===== src/rtl/cipher_bridge_pkg.sv =====
// Shared widths, FSM state encoding and word-slicing helpers for the cipher word bridge.
// Blocks use big-endian bit numbering [0:BLOCK_W-1], so word 0 is the most significant.
package cipher_bridge_pkg;

    localparam int BLOCK_W = 128;
    localparam int KEY_W   = 64;
    localparam int WORD_W  = 32;
    localparam int TO_W    = 24;
    localparam int N_WORDS = BLOCK_W / WORD_W;

    typedef enum logic [1:0] {
        FILL  = 2'd0,
        RUN   = 2'd1,
        DRAIN = 2'd2
    } bridge_state_e;

    typedef logic [1:0] word_idx_t;

    // Word k occupies bits [WORD_W*k : WORD_W*k+WORD_W-1] of a block.
    function automatic logic [WORD_W-1:0] block_word(input logic [0:BLOCK_W-1] blk,
                                                     input word_idx_t           k);
        logic [WORD_W-1:0] w;
        w = '0;
        for (int i = 0; i < N_WORDS; i++) begin
            if (k == word_idx_t'(i)) begin
                w = blk[i*WORD_W +: WORD_W];
            end
        end
        return w;
    endfunction

    function automatic logic [0:BLOCK_W-1] block_put(input logic [0:BLOCK_W-1] blk,
                                                     input word_idx_t           k,
                                                     input logic [WORD_W-1:0]   w);
        logic [0:BLOCK_W-1] b;
        b = blk;
        for (int i = 0; i < N_WORDS; i++) begin
            if (k == word_idx_t'(i)) begin
                b[i*WORD_W +: WORD_W] = w;
            end
        end
        return b;
    endfunction

endpackage


===== src/rtl/cipher_word_bridge.sv =====
// Bridges a 32-bit word stream to a 128-bit block cipher handshake and back:
// assembles four words into Plain, runs the cipher, then streams the result out.
module cipher_word_bridge
    import cipher_bridge_pkg::*;
#(
    parameter logic [TO_W-1:0] TIMEOUT = 24'hFFFFFF,
    parameter int              WORDS   = 4
) (
    input  logic               clock,
    input  logic               reset,
    input  logic [KEY_W-1:0]   key_in,
    input  logic               key_load,
    input  logic               in_valid,
    output logic               in_ready,
    input  logic [WORD_W-1:0]  in_data,
    output logic [0:BLOCK_W-1] Plain,
    output logic [0:KEY_W-1]   Key,
    output logic               encrypt_start,
    input  logic               encrypt_end,
    input  logic [0:BLOCK_W-1] Cipher,
    output logic               out_valid,
    input  logic               out_ready,
    output logic [WORD_W-1:0]  out_data,
    output logic               out_last,
    output logic               error
);

    localparam word_idx_t LAST_IDX = word_idx_t'(WORDS - 1);

    bridge_state_e      state_q, state_d;
    word_idx_t          idx_q, idx_d;
    logic [TO_W-1:0]    cnt_q, cnt_d;
    logic [0:BLOCK_W-1] plain_q, plain_d;
    logic [0:KEY_W-1]   key_q, key_d;
    logic [0:BLOCK_W-1] cap_q, cap_d;
    logic               start_q, start_d;
    logic               in_ready_q, in_ready_d;
    logic               out_valid_q, out_valid_d;
    logic [WORD_W-1:0]  out_data_q, out_data_d;
    logic               out_last_q, out_last_d;
    logic               error_q, error_d;

    logic               in_fire;
    logic               out_fire;
    logic [TO_W-1:0]    cnt_inc;

    assign in_fire  = in_valid & in_ready_q;
    assign out_fire = out_valid_q & out_ready;
    assign cnt_inc  = cnt_q + 1'b1;

    always_comb begin
        // NOTE: every _d starts as its _q so no path through the case leaves a variable unassigned (no latches).
        state_d     = state_q;
        idx_d       = idx_q;
        cnt_d       = cnt_q;
        plain_d     = plain_q;
        key_d       = key_q;
        cap_d       = cap_q;
        start_d     = start_q;
        in_ready_d  = in_ready_q;
        out_valid_d = out_valid_q;
        out_data_d  = out_data_q;
        out_last_d  = out_last_q;
        error_d     = error_q;

        case (state_q)
            FILL: begin
                in_ready_d = 1'b1;
                if (key_load && idx_q == '0) begin
                    key_d = key_in;
                end
                if (in_fire) begin
                    plain_d = block_put(plain_q, idx_q, in_data);
                    if (idx_q == LAST_IDX) begin
                        state_d    = RUN;
                        in_ready_d = 1'b0;
                        start_d    = 1'b1;
                        idx_d      = '0;
                        cnt_d      = '0;
                    end else begin
                        idx_d = idx_q + 1'b1;
                    end
                end
            end

            RUN: begin
                in_ready_d = 1'b0;
                if (encrypt_end) begin
                    // A completion arriving on the timeout cycle still wins.
                    cap_d       = Cipher;
                    start_d     = 1'b0;
                    state_d     = DRAIN;
                    idx_d       = '0;
                    out_valid_d = 1'b1;
                    out_data_d  = block_word(Cipher, '0);
                    out_last_d  = 1'b0;
                end else if (cnt_inc == TIMEOUT) begin
                    error_d    = 1'b1;
                    start_d    = 1'b0;
                    state_d    = FILL;
                    in_ready_d = 1'b1;
                    idx_d      = '0;
                    cnt_d      = '0;
                end else begin
                    cnt_d = cnt_inc;
                end
            end

            DRAIN: begin
                in_ready_d = 1'b0;
                if (out_fire) begin
                    if (idx_q == LAST_IDX) begin
                        state_d     = FILL;
                        in_ready_d  = 1'b1;
                        out_valid_d = 1'b0;
                        out_last_d  = 1'b0;
                        idx_d       = '0;
                    end else begin
                        idx_d      = idx_q + 1'b1;
                        out_data_d = block_word(cap_q, idx_q + 1'b1);
                        out_last_d = (idx_q + 1'b1) == LAST_IDX;
                    end
                end
            end

            default: begin
                state_d = FILL;
            end
        endcase
    end

    // NOTE: sequential state uses non-blocking assignments only; reset is synchronous and active-high.
    always_ff @(posedge clock) begin
        if (reset) begin
            state_q     <= FILL;
            idx_q       <= '0;
            cnt_q       <= '0;
            plain_q     <= '0;
            key_q       <= '0;
            cap_q       <= '0;
            start_q     <= 1'b0;
            in_ready_q  <= 1'b0;
            out_valid_q <= 1'b0;
            out_data_q  <= '0;
            out_last_q  <= 1'b0;
            error_q     <= 1'b0;
        end else begin
            state_q     <= state_d;
            idx_q       <= idx_d;
            cnt_q       <= cnt_d;
            plain_q     <= plain_d;
            key_q       <= key_d;
            cap_q       <= cap_d;
            start_q     <= start_d;
            in_ready_q  <= in_ready_d;
            out_valid_q <= out_valid_d;
            out_data_q  <= out_data_d;
            out_last_q  <= out_last_d;
            error_q     <= error_d;
        end
    end

    assign in_ready      = in_ready_q;
    assign Plain         = plain_q;
    assign Key           = key_q;
    assign encrypt_start = start_q;
    assign out_valid     = out_valid_q;
    assign out_data      = out_data_q;
    assign out_last      = out_last_q;
    assign error         = error_q;

endmodule


===== config.mk =====
export PLATFORM = sky130hd
export DESIGN_NAME = cipher_word_bridge
export DESIGN_NICKNAME = d
export VERILOG_FILES = /design/src/rtl/cipher_bridge_pkg.sv /design/src/rtl/cipher_word_bridge.sv
export SDC_FILE = /design/constraint.sdc
export NUM_CORES = 1
export LEC_CHECK = 0
export ABC_AREA = 1
export BUFFER_PORTS_ARGS = -buffer_cell sky130_fd_sc_hd__buf_2
export CORE_MARGIN = 1
export CORE_UTILIZATION = 38
export DETAILED_ROUTE_END_ITERATION = 8
export PLACE_DENSITY_LB_ADDON = 0.08
export SLEW_MARGIN = 20
export SYNTH_ARGS = -nofsm -noshare
export SYNTH_HDL_FRONTEND = slang
export SYNTH_SLANG_ARGS = --single-unit

===== constraint.sdc =====
create_clock -name clock -period 6.7 [get_ports clock]
set_clock_uncertainty 0.15 [all_clocks]
set_input_delay 1.005 -clock clock [delete_from_list [all_inputs] [get_ports clock]]
set_output_delay 1.005 -clock clock [all_outputs]
set_load 0.05 [all_outputs]

==> results of run 1 <==
[state kept, by name (all words and copies together) (netlist names)]
signal and cells:
cap_q 128, idx_q 2, state_q 2, out_last 1, out_data 32, out_valid 1, error 1, in_ready 1
Key 64, Plain 128, cnt_q 24, encrypt_start 1
[synth_stat cells, drive strengths merged, types with 4 or more instances]
master	number	area share
nor2	510	0.13
dfxtp	385	0.50
o21ai	379	0.12
a21oi	202	0.065
nand2	174	0.044
inv	154	0.037
clkbuf	143	0.035
nand3	41	0.014
o211ai	32	0.016
o311ai	31	0.018
ha	13	0.011
nand4	13	0.0053
nand3b	6	0.0029
buf	5	0.0019
xor2	4	0.0023
[tightest hold or removal path: stages (launching register included)]
cell	delay [ns]
dfxtp_1	0.30
inv_1	0.04
a21oi_1	0.05
[cells by family (layout without fill, tap and decap cells)]
kind of cell / count (synthesis) / after routing / synth area share
and+or+nand+nor: 746 / 746 / 0.1923
other: 0 / 5 / 0
adders and majority gates: 13 / 13 / 0.01051
xor gates and xnor gates: 6 / 6 / 0.003394
buffers and inverters: 303 / 702 / 0.07411
DFF: 385 / 385 / 0.4978
AOI/OAI and AO/OA: 646 / 646 / 0.2218
[worst min-delay path by stage]
stage                   start        end  slack (ns)  cells after the start
floorplan           cap_q[33]  cap_q[33]        0.27                      2
global placement       Key[5]     Key[5]        0.28                      2
detailed placement     Key[3]     Key[3]        0.28                      2
CTS                    Key[3]     Key[3]        0.29                      2
global route          Key[15]    Key[15]        0.30                      2
finish                Key[59]    Key[59]        0.29                      2
[stage by stage]
stage / cells / total power, µW
after global routing: 3027 / 5752
after global placement: 2949 / 3150
after floorplan: 2099 / 2916
after detailed placement: 2949 / 3156
after CTS: 3022 / 5599
final: 3028 / 5540
[per-layer routing]
layer | up-vias | GRT usage
met5 | - | 0
met4 | 10 | 0.1026
met3 | 97 | 0.06967
met2 | 512 | 0.3867
met1 | 7063 | 0.3136
li1 | 7643 | -
[power groups by stage]
stage / Clock (µW) / Sequential [µW] / Combinational [µW]
after floorplan: 0 / 2700 / 219
after global placement: 0 / 2450 / 699
after detailed placement: 0 / 2460 / 701
after CTS: 2490 / 2410 / 702
after global routing: 2580 / 2410 / 757
final: 2430 / 2410 / 700
[cell type report]
cell class	count	area, µm²	area share
clock inverter	9	145.1	0.007433
multi-input combinational	1411	6665	0.3414
tap	525	656.9	0.03364
sequential	385	7707	0.3947
antenna	5	12.51	0.0006408
timing repair buffer	474	2440	0.1250
clock buffer	64	1308	0.06697
inverter	155	590.6	0.03025
==> impl_results.md, run 1 <==
* Critical path type: flop to flop
* Top sig layer: met5
* DR pass1 iterations at 5
* Flop-to-flop setup slack at 2.79 ns
* IO buf count at 458
* Critical Path Sink Type: flop
* Hold_ws at 0.2908 ns
* Leakage at 0.008523 µW
* Max-Cap Viols at 0
* Final Cycle Share at 0.5840
* Post-synthesis async set-or-reset flop share at 0
* Filler cells at 4,063
* Post-synthesis sequential area ratio at 0.4978
* Library cells used by synthesis at 30
* First-pass GRT wire length at 80,440 µm
* Reg clk slew, reported paths at 0.06 ns
* Setup TNS at 0 ns
* Post-Syn Nets at 2,342
* Post-CTS resize count at 0
* CTS Sinks at 385
* Crit-path max FO at 98
* Crit path required time at 7.03 ns
* Placeable Area at 39,910 µm²
* Initial Util at 0.3879
* Power share of the clock group at 0.439
* Switching share of power at 0.2710
* HP Class: flop to flop
* Cts bufs inserted at 43
* RSZ-0062 raised after global routing: false
* Yosys warning total at 0
* Fmax at 0.2556 GHz
* Dpl hpwl at 34,300 µm
* Placed standard-cell area at 18,020 µm²
* Commonest non-fill, non-tap cell in the layout: nor2_1
* Largest net degree at the start of global routing at 225
* Setup repair bufs after CTS at 0
* Post-synthesis sequential element count at 385
* Net Sw Power at 1501 µW
* Arrival time of the worst setup path at 4.24 ns
* DRC violations left at 0
* Die Wd at 203.9 µm
* CTS H-tree depth at 2
* Met2 wire length at 23,380 µm
* Vias in the first global route at 14,390
* Least-Margin Pin Slew at 1.126 ns
* CP startpoint: state_q[1]
* Vias/cell at 5.061
* Metal1 wirelength at 22,740 µm
* Routed wire length per instance at 17.25 µm
* Hold buffers post-CTS at 0
* Max rail drop VDD at 0.0001556 V
* Worst reg2reg path endpoint: cnt_q[23]
* Clock buffer depth at 3
* Final ANT Viol Nets at 0
* Most frequent cells in the layout: 498 x nor2_1, 458 x buf_2, 385 x dfxtp_1
* Final Cell Area at 19,530 µm²
* Relative slew slack at 0.2473
* Pwr per Cell Area at 283.7 nW/µm²
* Fin nets at 2,713
* Avg Cell Area, Syn at 7.376 µm²
* Crit path depth at 7
* Die area at 41,550 µm²
* Gate Count Post-Synth at 2,099
* DR WL met3 at 4485 µm
* Fin crit period at 3.913 ns
* Clk root buf: clkbuf_16
* Critical Path Source Type: flop
* Reg2Reg Depth at 7
* Pint at 4039 µW
* Crit-path slowest cell: nand3_1
* Max incr delay on CP at 1.01 ns
* Logic gate share of total power at 0.126
* Seq pwr share at 0.434
* TritonCTS clock tree: built
* Gr usage total at 0.2455
* Post-Place Setup Slack at 2.108 ns
* Die Span Y at 203.9 µm
* Crit path max-delay family: simple AND/OR/NAND/NOR gates
* Max Slew Vio Count at 0
* Grt ovf at 0
* Clk Latency, worst-skew pair at 0.56 ns
* R2r startpoint: state_q[1]
* Number of core rows at 73
* Number of enable flip-flop cells after synthesis at 0
* Routability Congestion at 0.8256
* Syn-to-layout area delta at 26.11%
* Io pins at 459
* Final core occ at 0.4892
* Final WL at 52,240 µm
* Initial antenna violation count at 10
* Final setup viols at 0
* Final worst setup slack at 2.787 ns
* Prevailing post-synth register cell: dfxtp_1
* Final hold viol count at 0
* Cell area after synthesis at 15,480 µm²
* Crit path to: cnt_q[23]
* Share of cells above drive strength 1 at 0.2274
* Status: finished clean
* Cell breakdown of the critical path: inv_1, ha_1, nand2_4, nand3_1, nor2_4, nand4_1, a21oi_1
* WP buf/inv at 1
* Vias at 15,325
* Initial DRC count at 892
No activity file was read; power rests on OpenSTA's default activity.
==> inputs of run 2 (changes only) <==
Clock period 6.7 ns to 3.6 ns, I/O delays scaled along.
==> run 2 against run 1 <==
- sequential power grew 86%
- die area is the same
- critical path depth rose by 5
- fmax is 44% higher
==> impl_results.md, run 2 (synthesis gave the netlist of run 1 again) <==
* Final WL at 51,780 µm (was 52,240 µm)
* Initial Util at 0.3879 (unchanged)
* Die area at 41,550 µm² (unchanged)
* Final ANT Viol Nets at 0 (unchanged)
* Critical path type: flop to flop (unchanged)
* First-pass GRT wire length at 79,940 µm (was 80,440 µm)
* Final Cycle Share at 0.7534 (was 0.5840)
* Final worst setup slack at 0.8877 ns (was 2.787 ns)
* Largest net degree at the start of global routing at 162 (was 225)
* Critical Path Source Type: flop (unchanged)
* CTS Sinks at 385 (unchanged)
* Clk root buf: clkbuf_16 (unchanged)
* Crit path required time at 3.93 ns (was 7.03 ns)
* Dpl hpwl at 34,350 µm (was 34,300 µm)
* Syn-to-layout area delta at 26.95% (was 26.11%)
* Arrival time of the worst setup path at 3.05 ns (was 4.24 ns)
* Initial antenna violation count at 17 (was 10)
* Post-Place Setup Slack at 0.9018 ns (was 2.108 ns)
* Final setup viols at 0 (unchanged)
* RSZ-0062 raised after global routing: false (unchanged)
* Vias in the first global route at 14,502 (was 14,390)
* Die Span Y at 203.9 µm (unchanged)
* Max Slew Vio Count at 0 (unchanged)
* Clock buffer depth at 3 (unchanged)
* Filler cells at 4,002 (was 4,063)
* Max incr delay on CP at 0.63 ns (was 1.01 ns)
* Hold_ws at 0.06704 ns (was 0.2908 ns)
* Post-CTS resize count at 0 (unchanged)
* Max rail drop VDD at 0.0004091 V (was 0.0001556 V)
* Share of cells above drive strength 1 at 0.2334 (was 0.2274)
* Number of core rows at 73 (unchanged)
* HP Class: input port to flop (was flop to flop)
* Pwr per Cell Area at 527.2 nW/µm² (was 283.7 nW/µm²)
* Gr usage total at 0.2421 (was 0.2455)
* Final Cell Area at 19,660 µm² (was 19,530 µm²)
* DR pass1 iterations at 5 (unchanged)
* Final hold viol count at 0 (unchanged)
* Setup TNS at 0 ns (unchanged)
* Vias/cell at 5.014 (was 5.061)
* Critical Path Sink Type: flop (unchanged)
* Die Wd at 203.9 µm (unchanged)
* Placed insts at 2,960 (was 2,949)
* Leakage at 0.008611 µW (was 0.008523 µW)
* Cell breakdown of the critical path: inv_1, ha_1, buf_4, inv_2, o21ai_0, nand2_1, inv_1, nand2_1, buf_4, inv_2, o21ai_0, a21oi_1 (was inv_1, ha_1, nand2_4, nand3_1, nor2_4, nand4_1, a21oi_1)
* Most frequent cells in the layout: 499 x nor2_1, 458 x buf_2, 385 x dfxtp_1 (was 498 x nor2_1, 458 x buf_2, 385 x dfxtp_1)
* CTS H-tree depth at 2 (unchanged)
* Relative slew slack at 0.2877 (was 0.2473)
* Grt ovf at 0 (unchanged)
* Vias at 15,287 (was 15,325)
* Max-Cap Viols at 0 (unchanged)
* Fin crit period at 2.712 ns (was 3.913 ns)
* Placed standard-cell area at 18,140 µm² (was 18,020 µm²)
* Placeable Area at 39,910 µm² (unchanged)
* Io pins at 459 (unchanged)
* TritonCTS clock tree: built (unchanged)
* Reg clk slew, reported paths at 0.06 ns (about the same)
* Clk Latency, worst-skew pair at 0.57 ns (was 0.56 ns)
* Least-Margin Pin Slew at 1.068 ns (was 1.126 ns)
* IO buf count at 458 (unchanged)
* DRC violations left at 0 (unchanged)
* Fin nets at 2,723 (was 2,713)
* Post-Layout Cell Count at 3,049 (was 3,028)
* Routability Congestion at 0.8417 (was 0.8256)
* Cts bufs inserted at 43 (unchanged)
* Routed wire length per instance at 16.98 µm (was 17.25 µm)
* Fmax at 0.3687 GHz (was 0.2556 GHz)
* Crit-path max FO at 53 (was 98)
* Crit-path slowest cell: inv_2 (was nand3_1)
* Setup repair bufs after CTS at 0 (unchanged)
* Commonest non-fill, non-tap cell in the layout: nor2_1 (unchanged)
* Status: finished clean (unchanged)
* Hold buffers post-CTS at 0 (unchanged)
* Initial DRC count at 954 (was 892)
-- run 2: metal layers --
layer	part of all wire	vias up	track usage
met4	0.023	14	0.08835
met2	0.46	538	0.3930
met5	0.0018	-	0
met3	0.088	90	0.07159
met1	0.43	6967	0.3026
li1	-	7678	-
-- run 2: report_power, final --
part	internal, µW	switching (µW)	total, µW
logic	333	966	1300
clock network	2770	1810	4590
registers	4410	69.2	4480
total	7510	2850	10400
-- run 2: stage by stage --
| step | power, µW | util |
|---|---|---|
| 2_1_floorplan | 5426 | - |
| 3_3_place_gp | 5860 | 0.4544 |
| 3_5_place_dp | 5871 | 0.4544 |
| 4_1_cts | 10480 | 0.4919 |
| 5_1_grt | 10770 | 0.4924 |
| 6_report | 10360 | 0.4924 |
-- run 2: cell type report --
type	instances	area [µm²]	share of cell area
antenna	9	22.52	0.001146
clock buffer	60	1280	0.06512
clock inverter	20	215.2	0.01095
inverter	155	590.6	0.03005
multi-input combinational	1411	6658	0.3387
sequential	385	7707	0.3921
tap	525	656.9	0.03342
timing repair buffer	484	2525	0.1285
-- run 2: worst paths after layout --
path	start	cells after the start	slack, ns	to
hold reg to reg	Key[48]	2	0.29	Key[48]
setup reg to reg	state_q[0]	12	0.89	out_data[20]
setup / recovery	state_q[0]	12	0.89	out_data[20]
hold / removal	Cipher[116]	3	0.07	cap_q[116]
-- run 2: worst max-delay path, delay by kind of cell (launching register included) --
kind,cells,cell delay (ns)
buffers and inverters,6,1.28
AOI/OAI and AO/OA,3,0.56
DFF,1,0.34
adders and majority gates,1,0.16
and+or+nand+nor,2,0.15
